==> src/rtl/inet_csum_pkg.sv <==
// rtl/inet_csum_pkg.sv - shared types and helpers for the Internet checksum engine
package inet_csum_pkg;

   // Bit n set means an input beat of n bytes is supported.
   localparam logic [16:0] LEGAL_AXIS_BYTES = 17'h10114;

   typedef enum logic [2:0] {IDLE, ACC, NORM, FOLD, OUT} csum_state_t;

   function automatic logic [15:0] ones_add16(input logic [15:0] a, input logic [15:0] b);
      logic [16:0] s;
      s = {1'b0, a} + {1'b0, b};
      return s[15:0] + {15'd0, s[16]};
   endfunction

endpackage

==> src/rtl/csum_lane_fold.sv <==
// rtl/csum_lane_fold.sv - registered binary one's-complement fold of LANES 16-bit values
module csum_lane_fold
   import inet_csum_pkg::*;
#(
   parameter int LANES = 1
) (
   input  logic                 clk,
   input  logic                 aresetn,
   input  logic                 i_start,
   input  logic                 i_step,
   input  logic [LANES*16-1:0]  i_lanes,
   output logic                 o_last,
   output logic [15:0]          o_sum
);
   localparam int L  = $clog2(LANES);
   localparam int LW = (L > 0) ? $clog2(L + 1) : 1;

   logic [15:0]   r_val [LANES];
   logic [LW-1:0] r_lvl;
   logic [31:0]   w_half;

   always_comb w_half = 32'(LANES) >> (32'(r_lvl) + 32'd1);

   // Each step halves the live lane count; lane 0 ends up holding the full sum.
   always_ff @(posedge clk or negedge aresetn) begin
      if (!aresetn) begin
         r_lvl <= '0;
         for (int j = 0; j < LANES; j++) r_val[j] <= '0;
      end else if (i_start) begin
         r_lvl <= '0;
         for (int j = 0; j < LANES; j++) r_val[j] <= i_lanes[16*j +: 16];
      end else if (i_step) begin
         r_lvl <= r_lvl + LW'(1);
         for (int j = 0; j < LANES; j++) begin
            if (32'(j) < w_half)
               r_val[j] <= ones_add16(r_val[j], r_val[(j + int'(w_half)) % LANES]);
         end
      end
   end

   assign o_last = (r_lvl == LW'(L - 1));
   assign o_sum  = r_val[0];

endmodule

==> src/rtl/inet_checksum.sv <==
// rtl/inet_checksum.sv - RFC 1071 checksum over one AXI-Stream packet with seed and verify flag
module inet_checksum
   import inet_csum_pkg::*;
#(
   parameter int AXIS_BYTES   = 2,
   parameter bit UDP_ZERO_SUB = 1'b0
) (
   input  logic                    clk,
   input  logic                    aresetn,
   output logic                    axis_i_tready,
   input  logic                    axis_i_tvalid,
   input  logic                    axis_i_tlast,
   input  logic [AXIS_BYTES-1:0]   axis_i_tkeep,
   input  logic [AXIS_BYTES*8-1:0] axis_i_tdata,
   input  logic [15:0]             axis_i_seed,
   input  logic                    axis_o_tready,
   output logic                    axis_o_tvalid,
   output logic [15:0]             axis_o_csum,
   output logic                    axis_o_ok
);
   localparam int LANES = AXIS_BYTES / 2;
   localparam int L     = $clog2(LANES);

   if ((AXIS_BYTES > 16) || !LEGAL_AXIS_BYTES[AXIS_BYTES]) begin : g_bad_width
      $error("inet_checksum: AXIS_BYTES must be 2, 4, 8 or 16");
   end

   csum_state_t             r_state, w_next;
   logic [16:0]             r_acc [LANES];
   logic [AXIS_BYTES*8-1:0] w_masked;
   logic [LANES*16-1:0]     w_norm;
   logic                    w_in_fire, w_out_fire, w_fold_last;
   logic [15:0]             w_sum, w_csum;

   always_comb begin
      w_masked = '0;
      for (int k = 0; k < AXIS_BYTES; k++)
         w_masked[8*k +: 8] = axis_i_tkeep[k] ? axis_i_tdata[8*k +: 8] : 8'h00;
   end

   assign w_in_fire  = axis_i_tvalid & axis_i_tready;
   assign w_out_fire = axis_o_tvalid & axis_o_tready;

   always_ff @(posedge clk or negedge aresetn) begin
      if (!aresetn) r_state <= IDLE;
      else          r_state <= w_next;
   end

   always_comb begin
      w_next = r_state;
      case (r_state)
         IDLE, ACC: if (w_in_fire) w_next = axis_i_tlast ? NORM : ACC;
         NORM:      w_next = (L > 0) ? FOLD : OUT;
         FOLD:      if (w_fold_last) w_next = OUT;
         OUT:       if (w_out_fire) w_next = IDLE;
         default:   w_next = IDLE;
      endcase
   end

   always_comb begin
      axis_i_tready = 1'b0;
      axis_o_tvalid = 1'b0;
      case (r_state)
         IDLE, ACC: axis_i_tready = 1'b1;
         OUT:       axis_o_tvalid = 1'b1;
         default:   ;
      endcase
   end

   // Lane sums stay within 17 bits: the carry is folded back in on every later beat.
   always_ff @(posedge clk or negedge aresetn) begin
      if (!aresetn) begin
         for (int j = 0; j < LANES; j++) r_acc[j] <= '0;
      end else if (w_in_fire) begin
         for (int j = 0; j < LANES; j++) begin
            if (r_state == IDLE)
               r_acc[j] <= {1'b0, w_masked[16*j +: 16]} + ((j == 0) ? {1'b0, axis_i_seed} : 17'd0);
            else
               r_acc[j] <= {1'b0, w_masked[16*j +: 16]} + {1'b0, r_acc[j][15:0]} + {16'd0, r_acc[j][16]};
         end
      end else if (w_out_fire) begin
         for (int j = 0; j < LANES; j++) r_acc[j] <= '0;
      end
   end

   always_comb begin
      w_norm = '0;
      for (int j = 0; j < LANES; j++)
         w_norm[16*j +: 16] = r_acc[j][15:0] + {15'd0, r_acc[j][16]};
   end

   csum_lane_fold #(.LANES(LANES)) u_fold (
      .clk     (clk),
      .aresetn (aresetn),
      .i_start (r_state == NORM),
      .i_step  (r_state == FOLD),
      .i_lanes (w_norm),
      .o_last  (w_fold_last),
      .o_sum   (w_sum)
   );

   assign w_csum      = ~w_sum;
   assign axis_o_csum = (UDP_ZERO_SUB && (w_csum == 16'h0000)) ? 16'hFFFF : w_csum;
   assign axis_o_ok   = (w_sum == 16'hFFFF);

endmodule
==> config.mk <==
export PLATFORM = sky130hd
export DESIGN_NAME = inet_checksum
export DESIGN_NICKNAME = d
export VERILOG_FILES = /design/src/rtl/inet_csum_pkg.sv /design/src/rtl/csum_lane_fold.sv /design/src/rtl/inet_checksum.sv
export SDC_FILE = /design/constraint.sdc
export NUM_CORES = 1
export LEC_CHECK = 0
export CAP_MARGIN = 20
export CELL_PAD_IN_SITES_DETAIL_PLACEMENT = 2
export CELL_PAD_IN_SITES_GLOBAL_PLACEMENT = 2
export CORE_AREA = 4 4 105 107
export DETAILED_ROUTE_END_ITERATION = 16
export DIE_AREA = 0 0 109 111
export PLACE_DENSITY = 0.89
export SYNTH_ARGS = -nofsm -noshare
export SYNTH_HDL_FRONTEND = slang
export SYNTH_SLANG_ARGS = --single-unit
==> constraint.sdc <==
create_clock -name clk -period 4.2 [get_ports clk]
set_clock_uncertainty 0.05 [all_clocks]
set_input_delay 0.84 -clock clk [delete_from_list [all_inputs] [get_ports clk]]
set_output_delay 0.84 -clock clk [all_outputs]
set_load 0.05 [all_outputs]
---- Word level (Yosys, flattened, before mapping) ----
Index checks and enable logic that the tools add are counted.
storage, ports and cells
  logic and storage cells ................. 49
  bits of input ports ..................... 39
  register bits ........................... 37
cells by class
  add/sub/neg operators ................... 8
  reduce and logical (&&, ||, !) cells .... 7
  shift-type cells ........................ 1
  bitwise gates (word level) .............. 3
  equal/unequal tests ..................... 8
  $lt $le $gt $ge ......................... 1
  muxes and demuxes ....................... 17
operators with widths
  cell                   count
  $add 16x16->17         3
  $mux 17                3
  $mux 16                3
  $add 16x1->16          2
  $lt 1x32->1 const A    1
  $shr 1x32->32 const A  1
  $add 17x1->17          1
  $eq 16x16->1 const B   1
  $mux 8                 2
  $not 16->16            1
  $pmux 3 s4             1
  $mux 3                 3
  $eq 3x2->1 const B     2
  $ne 2x2->1 const B     3
  $reduce_bool 2->1      3
  $mux 1                 4
  $eq 3x1->1 const B     1
  $eq 3x3->1 const B     1
  $logic_not 3->1        1
  $reduce_and 3->1       1
  $add 1x1->2 const B    1
  $and 1x1->1            2
  $mux 2                 1
  $reduce_and 2->1       1
  other kinds (2)        2

---- Depth between registers and ports, before layout ----
  depth in word-level cells ............... 6
  gate-level depth with buffers ........... 13

---- Modules after synthesis ----
From an unflattened synthesis, not the netlist that was laid out.
second synthesis, totals
  cells, all modules ...................... 423
  area total of the unflattened synthesis .. 3669.8 sq um
modules (own cells, without submodules)
  module          area an instance (sq um)  times used  cells each
  inet_checksum   2986.6                    1           386
  csum_lane_fold  683.2                     1           37

---- Worst setup path after synthesis ----
Ideal clock, no wire load.
  path kind ............................... input to register
  start point ............................. in axis_i_tkeep[0]
  end point ............................... reg r_acc[14] (netlist name)
  library setup time ...................... 0.077 ns
  data required time ...................... 4.073 ns
  setup slack ............................. 0.915 ns
  arrival ................................. 3.158 ns
  cell stages on the path ................. 13
  cell sequence ........................... buf_2 nand2_1 xnor2_1 ha_1 a31oi_2 fa_1 and2b_1 o31a_1 o21a_1 nor2_1 o311a_1 mux2_1 o21ai_1
between the ends
  longest elaborated chain between the ends .. 5
RTL lines
  element                         line                 source
  start: declaration              inet_checksum.sv:13  input logic [AXIS_BYTES-1:0] axis_i_tkeep,
  $mux 8 *                        inet_checksum.sv:38  w_masked[8*k +: 8] = axis_i_tkeep[k] ? axis_i_tdata[8*k +: 8] : 8'h00;
  $add 16x16->17                  inet_checksum.sv:79  r_acc[j] <= {1'b0, w_masked[16*j +: 16]} + {1'b0, r_acc[j][15:0]} + {16'd0, r_acc[j][16]};
  $add 17x1->17                   inet_checksum.sv:79
  $mux 17 *                       inet_checksum.sv:76  if (r_state == IDLE)
  $mux 17 *                       inet_checksum.sv:74  end else if (w_in_fire) begin
  end signal: indexed assignment  inet_checksum.sv:77  r_acc[j] <= {1'b0, w_masked[16*j +: 16]} + ((j == 0) ? {1'b0, axis_i_seed} : 17'd0);
  end signal: indexed assignment  inet_checksum.sv:79
  end: declaration                inet_checksum.sv:29  logic [16:0] r_acc [LANES];
Mark *: on every way between the ends. The rest lies on a longest branch, timed or not.
A chain may end at the register's enable or synchronous reset.

---- Worst setup path after layout ----
  start point ............................. in axis_i_tdata[0]
  end point ............................... reg r_acc[14] (netlist name)
between the ends
  longest elaborated chain between the ends .. 5
RTL lines
  element             line                 source
  start: declaration  inet_checksum.sv:14  input logic [AXIS_BYTES*8-1:0] axis_i_tdata,
  $mux 8 *            inet_checksum.sv:38
  $add 16x16->17      inet_checksum.sv:79
  $add 17x1->17       inet_checksum.sv:79
  $mux 17 *           inet_checksum.sv:76
  $mux 17 *           inet_checksum.sv:74
Marked as above.

==> qor.txt <==
Worst Path Class, Setup -> primary input to flip-flop
fin cells -> 614
Post-Syn Area -> 3470 sq um
die boundary height -> 111 um
ANT cells -> 0
grt total ovfl -> 0
commonest non-fill, non-tap cell in the layout -> clkdlybuf4s50_1
Required @ worst endpoint -> 4.36 ns
Core Rows -> 37
setup TNS -> 0 ns
Switch Pwr -> 1.41 mW
Critical Path Sink Type -> flip-flop
gpl congestion -> 0.867
Post-Place Worst Slack -> 0.117 ns
status -> completed
FF+latch count, synth -> 37
fmax -> 264 MHz
Max VDD drop -> 0.254 mV
vias in the first global route -> 3814
core area -> 10100 sq um
post-CTS setup buffers -> 0
pwr/cell area -> 632 nW/um^2
clk sinks -> 37
Routed Antenna Nets -> 0
Initial Util -> 0.342
Worst-path clk slew -> 0.07 ns
Routed WL -> 11500 um
Switching Fraction -> 0.524
Pleak -> 1.83 nW
RSZ-0062 raised after global routing -> false
Synth cell types -> 65
die width -> 109 um
vias -> 3401
reg2reg end -> r_acc[14]
DRC viols -> 0
root buf cell -> clkbuf_8
sequential share of the synthesized area -> 0.267
first-pass GRT wire length -> 19500 um
Hold Vio Cnt, Final -> 0
# H-tree levels -> 2
R2R Setup Slk -> 1.16 ns
crit path time final -> 3.78 ns
initial antenna violation count -> 0
Worst Hold Class -> flip-flop to flip-flop
P_int -> 1.28 mW
syn_area_per_cell -> 8.24 sq um
Area contributors post-synth -> dfrtp_1 27%, ha_1 12%, a21oi_1 5.9%
post-route setup slack -> 0.415 ns
First-pass DRT Iterations -> 4
initial DRC count -> 104
dpl hpwl -> 9780 um
Flop pwr share -> 0.288
Primary FF master, synth -> dfrtp_1
combinational power share -> 0.624
hold_buf cts -> 0
WL/cell -> 18.8 um
Mapped Nets -> 495
Least-Margin Pin Slew -> 0.855 ns
critical path fanouts, max -> 4
fraction of layout instances using a drive strength above 1 -> 0.0460
area share of the leading cell type in the synthesized netlist -> 0.267
Crit Reg-Reg Startpoint -> r_acc[0]
commonest cells after routing, fill and taps aside -> 57 x clkdlybuf4s50_1, 41 x a21oi_1, 40 x nand2_1
worst skew pair latency -> 0.29 ns
die area -> 12100 sq um
Final setup viols -> 0
Top Ports -> 58
Hold Startpoint -> u_fold.o_last
YS warnings -> 1
TritonCTS clock tree -> done
Post-synth EDFFs -> 0
async set-reset flop share out of synthesis -> 1.00
CP Data Arrival Time -> 3.95 ns
Max Cap Viol -> 0
power share of the clock group -> 0.089
Worst Hold End -> u_fold.o_last
Area Growth Syn to Fin -> 22.4%
CTS buffer count -> 5
hold depth -> 1
final net count -> 551
# fillers -> 1153
Max clock buf depth -> 2
r2r worst-path depth -> 11
Yosys top cell by area -> dfrtp_1
port bufs -> 57
Mapped Cells -> 421
vias per std cell -> 5.54
all-layer global routing usage -> 0.200
Post-CTS Resized -> 0
period utilization -> 0.901
largest net degree at the start of global routing -> 38
critical path launch point type -> primary input
Slew Limit Headroom -> 0.427
final slew viol count -> 0
placed insts -> 606
through the flow:
step | hold slack, ns | area, sq um | power, mW | utilization
finish | 0.468 | 4240 | 2.68 | 0.419
global route | 0.504 | 4240 | 2.91 | 0.419
CTS | 0.465 | 4240 | 2.70 | 0.419
detailed placement | 0.449 | 4160 | 2.46 | 0.411
global placement | 0.439 | 4160 | 2.34 | 0.411
floorplan | 0.430 | 3470 | 1.89 | -
cell usage after synthesis (all sizes together) (3+ instances only):
master,instances
o221ai,4
a211oi,3
a21oi,42
ha,33
nor2,32
xnor2,19
nor3,7
a31oi,6
clkbuf,8
a22oi,4
nand3b,5
o21a,4
nand2b,8
a221oi,3
buf,4
dfrtp,37
a21o,9
nor2b,3
and4,3
nand4,11
xor2,19
nand3,9
inv,28
nand2,41
and2,16
o21ai,30
kinds of logic (layout without fill, tap and decap cells):
family,count (synthesis),after routing,share of synthesized area
multiplexers,4,4,0.0123
XOR/XNOR,38,38,0.0960
AO/OA/AOI/OAI,123,123,0.230
flip-flops,37,37,0.267
buffers and inverters,40,97,0.0516
adder cells (fa/ha/maj),35,35,0.131
AND/OR/NAND/NOR,144,144,0.213
registers in the layout, summed over array words and instances, names as in the netlist:
register       flops
r_acc             17
u_fold.o_sum      16
r_state            3
u_fold.o_last      1
layout make-up:
type,instances,area (sq um),share of cell area
Clock buffer,8,80.1,0.0189
Inverter,28,105,0.0248
Multi-Input combinational cell,344,2360,0.557
Sequential cell,37,926,0.218
Tap cell,136,170,0.0401
Timing Repair Buffer,61,601,0.142
critical path, stage by stage:
cell	delay, ns
clkdlybuf4s50_1	0.56
nand2_1	0.12
xnor2_1	0.14
ha_1	0.20
a31oi_2	0.23
fa_1	0.23
and2b_1	0.21
o31a_1	0.28
o21a_1	0.19
nor2_1	0.21
o311a_1	0.26
mux2_1	0.34
o21ai_1	0.13
per-layer routing:
layer | wire [um] | vias up | global-route usage | part of all wire
met5 | 0 | - | 0 | 0
met4 | 266 | 0 | 0.0598 | 0.023
met3 | 322 | 24 | 0.0245 | 0.028
met2 | 5850 | 63 | 0.351 | 0.51
met1 | 5100 | 1681 | 0.251 | 0.44
li1 | - | 1633 | - | -
power groups by stage:
| stage | registers [mW] | clock network [mW] | logic (mW) |
|---|---|---|---|
| after floorplan | 0.663 | 0 | 1.23 |
| after global placement | 0.757 | 0 | 1.58 |
| after detailed placement | 0.778 | 0 | 1.68 |
| after CTS | 0.771 | 0.244 | 1.69 |
| after global routing | 0.804 | 0.265 | 1.84 |
| final | 0.772 | 0.239 | 1.67 |
how the worst max path moves through the flow:
stage                               start         to  slack (ns)  cells after the start
after floorplan           axis_i_tkeep[0]  r_acc[14]        0.92                     13
after global placement    axis_i_tdata[0]  r_acc[14]        0.33                     13
after detailed placement  axis_i_tdata[0]  r_acc[14]        0.12                     13
after CTS                 axis_i_tdata[0]  r_acc[14]        0.40                     13
after global routing      axis_i_tdata[0]  r_acc[14]        0.26                     13
final                     axis_i_tdata[0]  r_acc[14]        0.42                     13
No activity file was read; power rests on OpenSTA's default activity.
==> patch 1, RTL diff (same settings) <==
`AXIS_BYTES`: 2 -> 4.
--- a/src/rtl/inet_checksum.sv
+++ b/src/rtl/inet_checksum.sv
@@ -3,5 +3,5 @@
    import inet_csum_pkg::*;
 #(
-   parameter int AXIS_BYTES   = 2,
+   parameter int AXIS_BYTES   = 4,
    parameter bit UDP_ZERO_SUB = 1'b0
 ) (
Interface: changed (resized axis_i_tdata and axis_i_tkeep); port bits go from 58 to 76. No check against the original RTL was run, so the function may have changed too.
==> patch 1 against the original RTL <==
The flow now stops in global placement without I/O (3_1_place_gp_skip_io); synthesized area up 100%.
==> patch 1: results (changes against the original RTL) <==
Syn Nets 1007 (+100%); Cell variety after synth 65 (unchanged); Synth async-reset ratio 1.00 (unchanged); Synth area leaders dfrtp_1, ha_1, xnor2_1; error msg [ERROR GPL-0301] Utilization 126.782 % exceeds 100%.; Fail Step global placement without I/O (3_1_place_gp_skip_io); post-synthesis sequential area ratio 0.248 (-0.0191); Mapped Area 7060 sq um (+100%); cell count after synthesis 876 (+110%); Primary FF master, synth dfrtp_1; outcome did not finish; Warnings, synthesis 0 (-1); most common library cells after synthesis nand2_1, nor2_1, dfrtp_1, ha_1, o21ai_0; Synth Register Bits 70 (+89%)
patch 1: cell types whose count changed after synthesis, sizes merged, moves of 33 or more:
cell,change
nand2,+63
nor2,+50
o21ai,+40
ha,+35
xnor2,+34
dfrtp,+33
patch 1: cells by family after synthesis:
| group | share of synthesized area |
|---|---|
| mux | 0.0397 |
| simple gates | 0.205 |
| fa+ha+maj | 0.137 |
| compound gates | 0.223 |
| flops | 0.248 |
| buf+inv | 0.0397 |
| xor+xnor | 0.108 |
==> patch 2, RTL diff (same settings) <==
Made on the original files. Re-encode `csum_state_t` (5 states) as one-hot, 5 bits wide.
--- a/src/rtl/inet_csum_pkg.sv
+++ b/src/rtl/inet_csum_pkg.sv
@@ -5,5 +5,5 @@
    localparam logic [16:0] LEGAL_AXIS_BYTES = 17'h10114;
 
-   typedef enum logic [2:0] {IDLE, ACC, NORM, FOLD, OUT} csum_state_t;
+   typedef enum logic [4:0] {IDLE = 5'b00001, ACC = 5'b00010, NORM = 5'b00100, FOLD = 5'b01000, OUT = 5'b10000} csum_state_t;
 
    function automatic logic [15:0] ones_add16(input logic [15:0] a, input logic [15:0] b);
Behaviour: no difference found for any inputs over 4 cycles, from zero or initial values and one cycle with aresetn low; so few cycles prove little.
==> patch 2 against the original RTL <==
Final cell count increased by 6.8%; sequential cell count unchanged; synthesized area increased by 7.9%; clock power increased by 58%; hold slack improved by 0.059 ns; setup slack got worse by 0.086 ns; global-route usage increased by 1.7 points; via count increased by 9.8%; combinational power increased by 8%; power increased by 10%; routed wire length increased by 12%; final area increased by 6.9%; largest power group unchanged; highest routed layer unchanged.
==> patch 2: results (changes against the original RTL) <==
Rel. slew slack 0.415 (-0.0127); antenna cells 0 (unchanged); DPL Wire Length 10700 um (+8.9%); CP arrival 3.98 ns (+0.03 ns); end of the worst hold path u_fold.o_sum[5]$_DFFE_PN0P_; GRT Overall Usage 0.217 (+0.0166); worst reg2reg setup slack 1.28 ns (+0.12 ns); Final Cell Area 4540 sq um (+6.9%); Syn Nets 544 (+9.9%); Hold WS 0.527 ns (+0.0594 ns); Mean Syn Cell Area 7.96 sq um (-3.3%); Synth area leaders dfrtp_1, ha_1, a21oi_1; Post-Place Cells 648 (+6.9%); Layout Nets 593 (+7.6%); CP startpoint axis_i_tkeep[0]; crit-path max FO 12 (+8); gpl congestion 0.883 (+1.8%); initial antenna violation count 0 (unchanged); adder-cell area share of the yosys netlist 0.121 (-0.00957); Compound-Gate Fraction of Synth Area 0.242 (+0.0119); CTS resizes 0 (unchanged); vias in the first global route 4060 (+6.4%); share of cells above drive strength 1 0.0462 (+0.000129); xor/xnor share of the synthesized area 0.0749 (-0.0211); Reg clk slew, reported paths 0.09 ns (+0.02 ns); post-route insts no fill 656 (+6.8%); Avg WL per Cell 19.7 um (+5.0%); post-synthesis sequential area ratio 0.248 (-0.0192); initial DRC count 179 (+72%); Cell variety after synth 68 (+4.6%); LEAKAGE 1.93 nW (+5.9%); Clock-cell share 0.0295 (+0.0106); R2R depth 10 (-1); register area 927 sq um (+0.14%); I/O Buffers 57 (unchanged); Hold Path Stages 2 (+1); Signal buf overhead 0.128 (-0.0136); vias post-DR 3734 (+9.8%); # fillers 1145 (-0.69%); multi-input combinational area share 0.577 (+0.0202); multiplexer share of the synthesized area 0.0191 (+0.00679); Plain + repair buffers 59 (-3.3%); outcome completed; first-pass GRT wire length 21000 um (+8.0%); VDD IR max 225 uV (-11%); most common library cells after synthesis a21oi_1, nand2_1, dfrtp_1, nor2_1, o21ai_0; nonclk inv count 29 (+3.6%); hold wc startpoint u_fold.o_sum[5]$_DFFE_PN0P_; maximum operating frequency 258 MHz (-2.2%); Placed Area 4400 sq um (+5.8%); #MultiIn Comb 387 (+13%)
patch 2: worst reg2reg max path, delay by kind of cell, from the launching register on:
family,cells,cell delay [ns]
flip-flops,1,0.46
AO/OA/AOI/OAI,4,0.88
adder cells (fa/ha/maj),2,0.63
multiplexers,1,0.26
AND/OR/NAND/NOR,2,0.33
XOR/XNOR,1,0.20
patch 2: layer usage:
layer | routed length [um] | track usage | vias up | part of all wire
li1 | - | - | 1806 | -
met1 | 5950 | 0.284 | 1855 | 0.46
met2 | 6490 | 0.377 | 62 | 0.50
met3 | 333 | 0.0221 | 11 | 0.026
met4 | 173 | 0.0497 | 0 | 0.013
met5 | 0 | 0 | - | 0
patch 2: power breakdown:
part           internal, mW  leakage, nW  total, mW  switching (mW)
sequential            0.530        0.452      0.771           0.241
combinational         0.699         1.41       1.81            1.11
clock                 0.236       0.0681      0.378           0.142
total                  1.46         1.93       2.96            1.49
